File: src/rtl/kb_pkg.sv
// Shared definitions for the PS/2 keyboard event receiver: event word layout,
// Set-2 prefix bytes, decoder states and the list of bytes that carry no key.
package kb_pkg;

  localparam int BRK      = 9;
  localparam int EXT      = 8;
  localparam int CODE_MSB = 7;
  localparam int CODE_LSB = 0;

  localparam logic [7:0] PFX_E0     = 8'hE0;
  localparam logic [7:0] PFX_F0     = 8'hF0;
  localparam logic [7:0] PFX_E1     = 8'hE1;
  localparam logic [7:0] FAKE_SHIFT = 8'h12;

  localparam logic [2:0] PAUSE_SKIP = 3'd7;

  typedef logic [9:0] kb_event_t;

  typedef enum logic [2:0] {
    S_IDLE,
    S_E0,
    S_F0,
    S_E0F0,
    S_PAUSE
  } dec_state_e;

  // Keyboard status/response bytes that never describe a key.
  function automatic logic is_dropped(input logic [7:0] b);
    logic hit;
    hit = 1'b0;
    case (b)
      8'h00, 8'hFF, 8'hAA, 8'hFA, 8'hEE, 8'hFE: hit = 1'b1;
      default: hit = 1'b0;
    endcase
    return hit;
  endfunction

endpackage

File: src/rtl/ps2_frame_rx.sv
// PS/2 frame receiver: synchronises and filters the line clock, shifts in
// 11-bit frames, checks odd parity and stop bit, and aborts stalled frames.
module ps2_frame_rx #(
  parameter int FILTER_LEN  = 8,
  parameter int TIMEOUT_CYC = 50000
) (
  input  logic       clk,
  input  logic       rst,
  input  logic       ps2d_i,
  input  logic       ps2c_i,
  output logic [7:0] byte_o,
  output logic       byte_valid_o,
  output logic       frame_err_o,
  output logic       abort_o
);

  localparam int FW = $clog2(FILTER_LEN + 1);
  localparam int TW = $clog2(TIMEOUT_CYC + 1);

  logic [1:0]    csync_q, dsync_q;
  logic          fclk_q, fprev_q;
  logic [FW-1:0] fcnt_q;
  logic          fall;
  logic          ds;

  logic          busy_q, busy_d;
  logic [3:0]    bitcnt_q, bitcnt_d;
  logic [8:0]    sh_q, sh_d;
  logic [TW-1:0] tcnt_q, tcnt_d;
  logic [7:0]    byte_q, byte_d;
  logic          bvalid_q, bvalid_d;
  logic          ferr_q, ferr_d;
  logic          abort_q, abort_d;

  // Lines idle high, so synchronisers and filter start high to avoid a bogus edge.
  always_ff @(posedge clk or posedge rst) begin
    if (rst) begin
      csync_q <= 2'b11;
      dsync_q <= 2'b11;
      fclk_q  <= 1'b1;
      fprev_q <= 1'b1;
      fcnt_q  <= '0;
    end else begin
      csync_q <= {csync_q[0], ps2c_i};
      dsync_q <= {dsync_q[0], ps2d_i};
      fprev_q <= fclk_q;
      if (csync_q[1] == fclk_q) begin
        fcnt_q <= '0;
      end else if (fcnt_q == FW'(FILTER_LEN - 1)) begin
        fclk_q <= csync_q[1];
        fcnt_q <= '0;
      end else begin
        fcnt_q <= fcnt_q + FW'(1);
      end
    end
  end

  assign fall = fprev_q & ~fclk_q;
  assign ds   = dsync_q[1];

  always_comb begin
    busy_d   = busy_q;
    bitcnt_d = bitcnt_q;
    sh_d     = sh_q;
    tcnt_d   = tcnt_q;
    byte_d   = byte_q;
    bvalid_d = 1'b0;
    ferr_d   = 1'b0;
    abort_d  = 1'b0;
    if (fall) begin
      tcnt_d = '0;
      if (!busy_q) begin
        if (!ds) begin
          busy_d   = 1'b1;
          bitcnt_d = 4'd1;
        end
      end else if (bitcnt_q == 4'd10) begin
        busy_d   = 1'b0;
        bitcnt_d = '0;
        // Data plus parity must hold an odd number of ones.
        if (ds && (^sh_q)) begin
          byte_d   = sh_q[7:0];
          bvalid_d = 1'b1;
        end else begin
          ferr_d = 1'b1;
        end
      end else begin
        sh_d     = {ds, sh_q[8:1]};
        bitcnt_d = bitcnt_q + 4'd1;
      end
    end else if (busy_q) begin
      if (tcnt_q == TW'(TIMEOUT_CYC - 1)) begin
        busy_d   = 1'b0;
        bitcnt_d = '0;
        tcnt_d   = '0;
        abort_d  = 1'b1;
      end else begin
        tcnt_d = tcnt_q + TW'(1);
      end
    end
  end

  always_ff @(posedge clk or posedge rst) begin
    if (rst) begin
      busy_q   <= 1'b0;
      bitcnt_q <= '0;
      sh_q     <= '0;
      tcnt_q   <= '0;
      byte_q   <= '0;
      bvalid_q <= 1'b0;
      ferr_q   <= 1'b0;
      abort_q  <= 1'b0;
    end else begin
      busy_q   <= busy_d;
      bitcnt_q <= bitcnt_d;
      sh_q     <= sh_d;
      tcnt_q   <= tcnt_d;
      byte_q   <= byte_d;
      bvalid_q <= bvalid_d;
      ferr_q   <= ferr_d;
      abort_q  <= abort_d;
    end
  end

  assign byte_o       = byte_q;
  assign byte_valid_o = bvalid_q;
  assign frame_err_o  = ferr_q;
  assign abort_o      = abort_q;

endmodule

File: src/rtl/kb_event_rx.sv
// PS/2 keyboard front-end: Set-2 prefix decoder turning received bytes into
// {brk, ext, code} events, buffered in a first-word-fall-through FIFO.
module kb_event_rx
  import kb_pkg::*;
#(
  parameter int FIFO_AW     = 4,
  parameter int FILTER_LEN  = 8,
  parameter int TIMEOUT_CYC = 50000,
  parameter int DROP_BREAK  = 0
) (
  input  logic             clk,
  input  logic             rst,
  input  logic             ps2d,
  input  logic             ps2c,
  input  logic             rd_en,
  input  logic             clr_err,
  output logic [9:0]       rd_data,
  output logic             empty,
  output logic             full,
  output logic [FIFO_AW:0] count,
  output logic             ev_valid,
  output logic [9:0]       ev_data,
  output logic [8:0]       last_make,
  output logic             frame_err,
  output logic             overflow
);

  localparam int DEPTH = 2 ** FIFO_AW;
  localparam logic [FIFO_AW:0]   DEPTH_C = {1'b1, {FIFO_AW{1'b0}}};
  localparam logic [FIFO_AW-1:0] PTR_ONE = FIFO_AW'(1);
  localparam logic [FIFO_AW:0]   CNT_ONE = (FIFO_AW + 1)'(1);

  logic [7:0] rx_byte;
  logic       rx_valid, rx_ferr, rx_abort;

  ps2_frame_rx #(
    .FILTER_LEN (FILTER_LEN),
    .TIMEOUT_CYC(TIMEOUT_CYC)
  ) u_rx (
    .clk         (clk),
    .rst         (rst),
    .ps2d_i      (ps2d),
    .ps2c_i      (ps2c),
    .byte_o      (rx_byte),
    .byte_valid_o(rx_valid),
    .frame_err_o (rx_ferr),
    .abort_o     (rx_abort)
  );

  dec_state_e state_q, state_d;
  logic [2:0] skip_q, skip_d;
  logic       ev_valid_q, ev_valid_d;
  kb_event_t  ev_data_q, ev_data_d;
  logic [8:0] last_make_q, last_make_d;
  logic       emit;
  kb_event_t  word;

  // A bad or abandoned frame leaves any prefix sequence meaningless.
  always_comb begin
    state_d = state_q;
    skip_d  = skip_q;
    emit    = 1'b0;
    word    = '0;
    if (rx_ferr || rx_abort) begin
      state_d = S_IDLE;
    end else if (rx_valid) begin
      word[CODE_MSB:CODE_LSB] = rx_byte;
      case (state_q)
        S_IDLE: begin
          if (rx_byte == PFX_E0) begin
            state_d = S_E0;
          end else if (rx_byte == PFX_F0) begin
            state_d = S_F0;
          end else if (rx_byte == PFX_E1) begin
            state_d = S_PAUSE;
            skip_d  = PAUSE_SKIP;
          end else if (!is_dropped(rx_byte)) begin
            emit = 1'b1;
          end
        end
        S_E0: begin
          if (rx_byte == PFX_F0) begin
            state_d = S_E0F0;
          end else begin
            state_d   = S_IDLE;
            word[EXT] = 1'b1;
            emit      = (rx_byte != FAKE_SHIFT);
          end
        end
        S_F0: begin
          state_d   = S_IDLE;
          word[BRK] = 1'b1;
          emit      = 1'b1;
        end
        S_E0F0: begin
          state_d   = S_IDLE;
          word[BRK] = 1'b1;
          word[EXT] = 1'b1;
          emit      = (rx_byte != FAKE_SHIFT);
        end
        S_PAUSE: begin
          // The whole pause sequence reports as a single extended E1 make.
          if (skip_q == 3'd1) begin
            state_d                 = S_IDLE;
            word[CODE_MSB:CODE_LSB] = PFX_E1;
            word[EXT]               = 1'b1;
            emit                    = 1'b1;
          end
          skip_d = skip_q - 3'd1;
        end
        default: state_d = S_IDLE;
      endcase
    end
    ev_valid_d  = emit;
    ev_data_d   = emit ? word : ev_data_q;
    last_make_d = (emit && !word[BRK]) ? word[8:0] : last_make_q;
  end

  always_ff @(posedge clk or posedge rst) begin
    if (rst) begin
      state_q     <= S_IDLE;
      skip_q      <= '0;
      ev_valid_q  <= 1'b0;
      ev_data_q   <= '0;
      last_make_q <= '0;
    end else begin
      state_q     <= state_d;
      skip_q      <= skip_d;
      ev_valid_q  <= ev_valid_d;
      ev_data_q   <= ev_data_d;
      last_make_q <= last_make_d;
    end
  end

  kb_event_t          mem_q [DEPTH];
  logic [FIFO_AW-1:0] wr_ptr_q, rd_ptr_q;
  logic [FIFO_AW:0]   count_q;
  logic               overflow_q;
  logic               full_w, empty_w, keep, do_wr, do_pop, lost;

  assign full_w  = (count_q == DEPTH_C);
  assign empty_w = (count_q == '0);
  assign keep    = !(ev_data_q[BRK] && (DROP_BREAK != 0));
  assign do_pop  = rd_en && !empty_w;
  assign do_wr   = ev_valid_q && keep && (!full_w || rd_en);
  assign lost    = ev_valid_q && keep && full_w && !rd_en;

  always_ff @(posedge clk) begin
    if (do_wr) begin
      mem_q[wr_ptr_q] <= ev_data_q;
    end
  end

  // Lost events win over a coincident clear so none goes unreported.
  always_ff @(posedge clk or posedge rst) begin
    if (rst) begin
      wr_ptr_q   <= '0;
      rd_ptr_q   <= '0;
      count_q    <= '0;
      overflow_q <= 1'b0;
    end else begin
      if (do_wr) wr_ptr_q <= wr_ptr_q + PTR_ONE;
      if (do_pop) rd_ptr_q <= rd_ptr_q + PTR_ONE;
      case ({do_wr, do_pop})
        2'b10:   count_q <= count_q + CNT_ONE;
        2'b01:   count_q <= count_q - CNT_ONE;
        default: count_q <= count_q;
      endcase
      if (lost) begin
        overflow_q <= 1'b1;
      end else if (clr_err) begin
        overflow_q <= 1'b0;
      end
    end
  end

  assign rd_data   = empty_w ? '0 : mem_q[rd_ptr_q];
  assign empty     = empty_w;
  assign full      = full_w;
  assign count     = count_q;
  assign ev_valid  = ev_valid_q;
  assign ev_data   = ev_data_q;
  assign last_make = last_make_q;
  assign frame_err = rx_ferr;
  assign overflow  = overflow_q;

endmodule

File: config.mk
export PLATFORM = sky130hd
export DESIGN_NAME = kb_event_rx
export DESIGN_NICKNAME = d
export VERILOG_FILES = /design/src/rtl/kb_pkg.sv /design/src/rtl/ps2_frame_rx.sv /design/src/rtl/kb_event_rx.sv
export SDC_FILE = /design/constraint.sdc
export NUM_CORES = 1
export LEC_CHECK = 0
export CORE_AREA = 2 2 178 180
export CTS_CLUSTER_DIAMETER = 50
export DETAILED_ROUTE_END_ITERATION = 8
export DIE_AREA = 0 0 180 182
export SLEW_MARGIN = 40
export SYNTH_ARGS = -nofsm -noshare
export SYNTH_HDL_FRONTEND = slang
export SYNTH_SLANG_ARGS = --single-unit
File: constraint.sdc
create_clock -name clk -period 5.44 [get_ports clk]
set_input_delay 1.088 -clock clk [delete_from_list [all_inputs] [get_ports clk]]
set_output_delay 1.088 -clock clk [all_outputs]
set_load 0.01 [all_outputs]
---- Word-level counts from Yosys, hierarchy flattened ----
Memories as Yosys holds them, arrays and structs flattened.
Cells that the tools add are included.
word-level totals
  output and inout port bits .............. 39
  memories kept ........................... 1
  word-level logic and storage cells ...... 162
  RAM bits ................................ 160
  bits in registers ....................... 91
  bits of input ports ..................... 6
memory list
  name   words  width  rd ports  clocked after memory_dff  write ports  line                RTL
  mem_q  16     10     1         0                         1            kb_event_rx.sv:135  kb_event_t mem_q [DEPTH];
operators by class
  bitwise gates (word level) .............. 5
  equality and inequality tests ........... 27
  $add $sub $neg .......................... 8
  mux-type cells .......................... 69
  reductions and logical operators ........ 30
operators with widths
  kind                   count
  $eq 8x8->1 const B     8
  $mux 16                3
  $mux 1                 38
  $mux 4                 8
  $mux 10                3
  $mux 3                 9
  $add 16x1->16 const B  1
  $add 4x1->4 const B    4
  $eq 16x16->1 const B   1
  $reduce_bool 2->1      6
  $pmux 5 s2             1
  $mux 9                 1
  $pmux 3 s3             1
  $reduce_and 3->1       3
  $reduce_xor 9->1       1
  $logic_not 8->1        1
  $mux 8                 1
  $ne 2x2->1 const B     4
  $ne 8x5->1 const B     1
  $eq 3x1->1 const B     2
  $eq 3x2->1 const B     2
  $logic_and 1x1->1      6
  $pmux 3 s2             1
  $reduce_and 6->1       1
  25 further kinds       32

---- Logic depth before layout (Yosys ltp) ----
  depth after elaboration ................. 17
  mapped depth ............................ 13
  depth with buffers taken out ............ 12

---- Hierarchy ----
A second synthesis with hierarchy kept.
second synthesis, totals
  cell total of the unflattened synthesis .. 689
  area, all modules ....................... 10,740.3 um2
modules (own cells, without submodules)
  module        cells each  instances  sequential area each (um2)  area each (um2)
  kb_event_rx   462         1          5,805.6                     8,389.3
  ps2_frame_rx  227         1          1,283.7                     2,351.0

---- Worst setup path after synthesis ----
OpenSTA, ideal clock, no wires.
  kind .................................... register -> output
  start ................................... reg rd_ptr_q[0]
  end ..................................... out rd_data[0]
  data arrival time ....................... 2,012 ps
  stages on the path, launching flop included .. 6
  slack ................................... 2,340 ps
  data required time ...................... 4,352 ps
  buffers on the path ..................... 2
  cell sequence ........................... dfrtp_1 > clkbuf_1 > buf_2 > mux4_2 > mux4_2 > nor2b_1
between the ends
  longest elaborated chain between the ends .. 2
RTL lines
  item                    line                RTL
  start, declared         kb_event_rx.sv:136  logic [FIFO_AW-1:0] wr_ptr_q, rd_ptr_q;
  start signal, assigned  kb_event_rx.sv:163  if (do_pop) rd_ptr_q <= rd_ptr_q + PTR_ONE;
  $mem_v2 16x10           -
  $mux 10                 kb_event_rx.sv:177  assign rd_data = empty_w ? '0 : mem_q[rd_ptr_q];
  end, declared           kb_event_rx.sv:17   output logic [9:0] rd_data,
No other way between the ends.

---- Worst setup path in the final report ----
  start ................................... reg rd_ptr_q[0]
  end ..................................... out rd_data[5]
The elaborated chain is that of the path after synthesis.

==> results.toml <==
[die]
coreArea_sq_um = 31000
rows = 65
initial_core_util = 0.344
dieWidth_um = 180
ios = 45
die_area_sq_um = 32800
die_y_um = 182

[worst_setup_path]
arrival_ns = 3.18
r2r_end = "count[4]"
rr_startpoint = "count[0]"
reg2reg_slack_ns = 2.51
critical_path.startpoint_type = "flop"
cp_max_fo = 31
worstSetupEndpointType = "output port"
path_class = "flop to output port"
ff2ff_path_depth = 12
critPathRequiredTime_ns = 4.35

[detailed_routing]
first_pass_iters = 4
ant_nets = 0
wl_per_cell_um = 17.4
vias = 5813
vias_per_cell = 4.94
wl_um = 20400
remaining_drc_errors = 0
drt_iter0_drc = 473

[sta]
worstMarginPinSlew_ns = 0.695
finalWorstSetupSlack_ns = 1.17
fin_crit_ns = 4.27
relSlewSlack = 0.536
slew_violations = 0
finalSetupTns_ns = 0
min_period_over_period = 0.784
fin_worst_skew_ns = 0.0208
whs_ns = 0.349
setup_viol = 0
max_freq_mhz = 234
hold_viol = 0
grt_setup_unrepaired = "no"

[logic_synthesis]
yosysTopAreaCell = "edfxtp_1"
async_reset_ff_frac = 0.363
synth_top_family_by_area = "multiplexers"
yosys_warnings = 0
synth_adder_area_share = 0.0204
synth-edff-count = 160
synth_cells = 691
ys_types = 67
synthTopCellsByArea = "edfxtp_1 (45%), dfrtp_1 (20%), mux4_2 (11%)"
synthFlopType = "edfxtp_1"
synth_nets = 713
avgSynthCellArea_sq_um = 15.4
synth_seq_cells = 251
synth_compound_area_frac = 0.0416
synth_xor_area_frac = 0.0197
synthMuxAreaShare = 0.139
synth_top_area_share = 0.450
synthSimpleGateAreaFrac = 0.0945
yosysSeqAreaShare = 0.664
syn-cell-area_sq_um = 10700

[min_path]
hold_depth = 0
hold_class = "flop to flop"
hold_path_end = "u_rx.dsync_q[1]"
hold_path_startpoint = "u_rx.dsync_q[0]"

[cells_and_area]
finalCoreUtilization = 0.409
final_cell_mix = "edfxtp_1 (160), dfrtp_1 (82), nand2_1 (64), mux4_2 (50), clkdlybuf4s50_1 (44)"
area_growth_pct = 18.8
nFillCells = 2791
layout_commonest_cell = "edfxtp_1"
nets = 773
num_antenna_cells = 0
multi_input_area_sq_um = 3390
area.sequential_sq_um = 7100
drive_above_1_share = 0.205

[outcome]
status = "completed"

[clock_tree]
hold_buffers = 0
cts_buffer_depth = 3
cts_max_level = 1
cts_setup_buffers = 0
cts_sinks = 251
tritoncts = "yes"
insertion_delay_ns = 0.56
clockRootBuffer = "clkbuf_16"
ctsResizeCount = 0
clk_pin_slew_ns = 0.06
numCtsBuffers = 30

[placed_design]
port_buffers = 44
hpwlAfterDp_um = 13400
pre_cts_ws_ns = 1.69
gp_congestion = 0.787

[pwr]
power_leakage_uw = 0.00510
power_density_nw_per_um2 = 396
vdd_ir_drop_max_v = 0.000252

[global_routing]
grt_max_degree = 60
grt_pass1_vias = 6017
grt_pass1_wl_um = 33500
antenna_found_initial = 0
grt-ovfl-total = 0
grt_usage = 0.127

[run]
drv_cap = 0
-- final cells by class --
class	count	share of cell area
Clock buffer	33	0.0601
Clock inverter	23	0.0215
Inverter	25	0.00780
Multi-Input combinational cell	386	0.268
Sequential cell	251	0.560
Tap cell	402	0.0397
Timing Repair Buffer	57	0.0434
-- per-layer routing --
metal / GRT usage / up-vias / part of all wire
met3: 0.0199 / 36 / 0.034
met1: 0.175 / 2938 / 0.47
met4: 0.0312 / 0 / 0.021
li1: - / 2725 / -
met5: 0 / - / 0
met2: 0.210 / 114 / 0.48
-- synthesized netlist by cell type (all sizes together), types with 7 or more instances --
cell type / count
mux4: 50
edfxtp: 160
and3: 8
nor2b: 18
nor2: 34
dfrtp: 85
clkbuf: 21
nand3: 13
o21ai: 30
a21oi: 13
xor2: 7
inv: 25
xnor2: 17
nand2: 64
buf: 8
nor3: 17
mux2: 27
ha: 15
-- flip-flops by register name, indices dropped and copies added (netlist names), 2 cells and up --
register / count
ev_data: 10
u_rx.bitcnt_q: 4
last_make: 9
count: 5
mem_q: 160
u_rx.byte_o: 8
u_rx.tcnt_q: 16
rd_ptr_q: 4
u_rx.dsync_q: 2
u_rx.fcnt_q: 4
wr_ptr_q: 4
skip_q: 3
u_rx.sh_q: 9
u_rx.csync_q: 2
state_q: 3
-- stage by stage --
stage | cells | instance area (sq um) | total power, uW
3_5_place_dp | 1121 | 11600 | 3040
2_1_floorplan | 691 | 10700 | 2840
4_1_cts | 1177 | 12700 | 5090
3_3_place_gp | 1121 | 11600 | 3030
6_report | 1177 | 12700 | 5020
5_1_grt | 1177 | 12700 | 5270
-- cell families after synthesis --
logic type,Yosys count
buffers and inverters,54
AOI/OAI and AO/OA,68
DFF,251
muxes,81
adders and majority gates,17
and+or+nand+nor,196
xor gates and xnor gates,24
-- report_power, final --
part | switching, uW | leakage, uW | internal (uW) | total (uW)
Combinational | 324 | 0.00152 | 349 | 673
Sequential | 212 | 0.00307 | 2100 | 2310
Clock | 812 | 0.000503 | 1220 | 2030
Total | 1350 | 0.00510 | 3670 | 5020
-- worst max path at each step --
stage,from,end
global route,rd_ptr_q[0],rd_data[5]
CTS,rd_ptr_q[0],rd_data[5]
finish,rd_ptr_q[0],rd_data[5]
global placement,rd_ptr_q[1],rd_data[5]
floorplan,rst,count[0]
detailed placement,rd_ptr_q[0],rd_data[5]
-- critical path, stage by stage (launching register included) --
cell,delay [ns]
dfrtp_2,0.63
buf_12,0.32
mux4_2,0.52
mux4_2,0.49
nor2b_1,0.15
clkdlybuf4s50_1,0.49
Note: power is estimated with default switching activity, not from simulation.
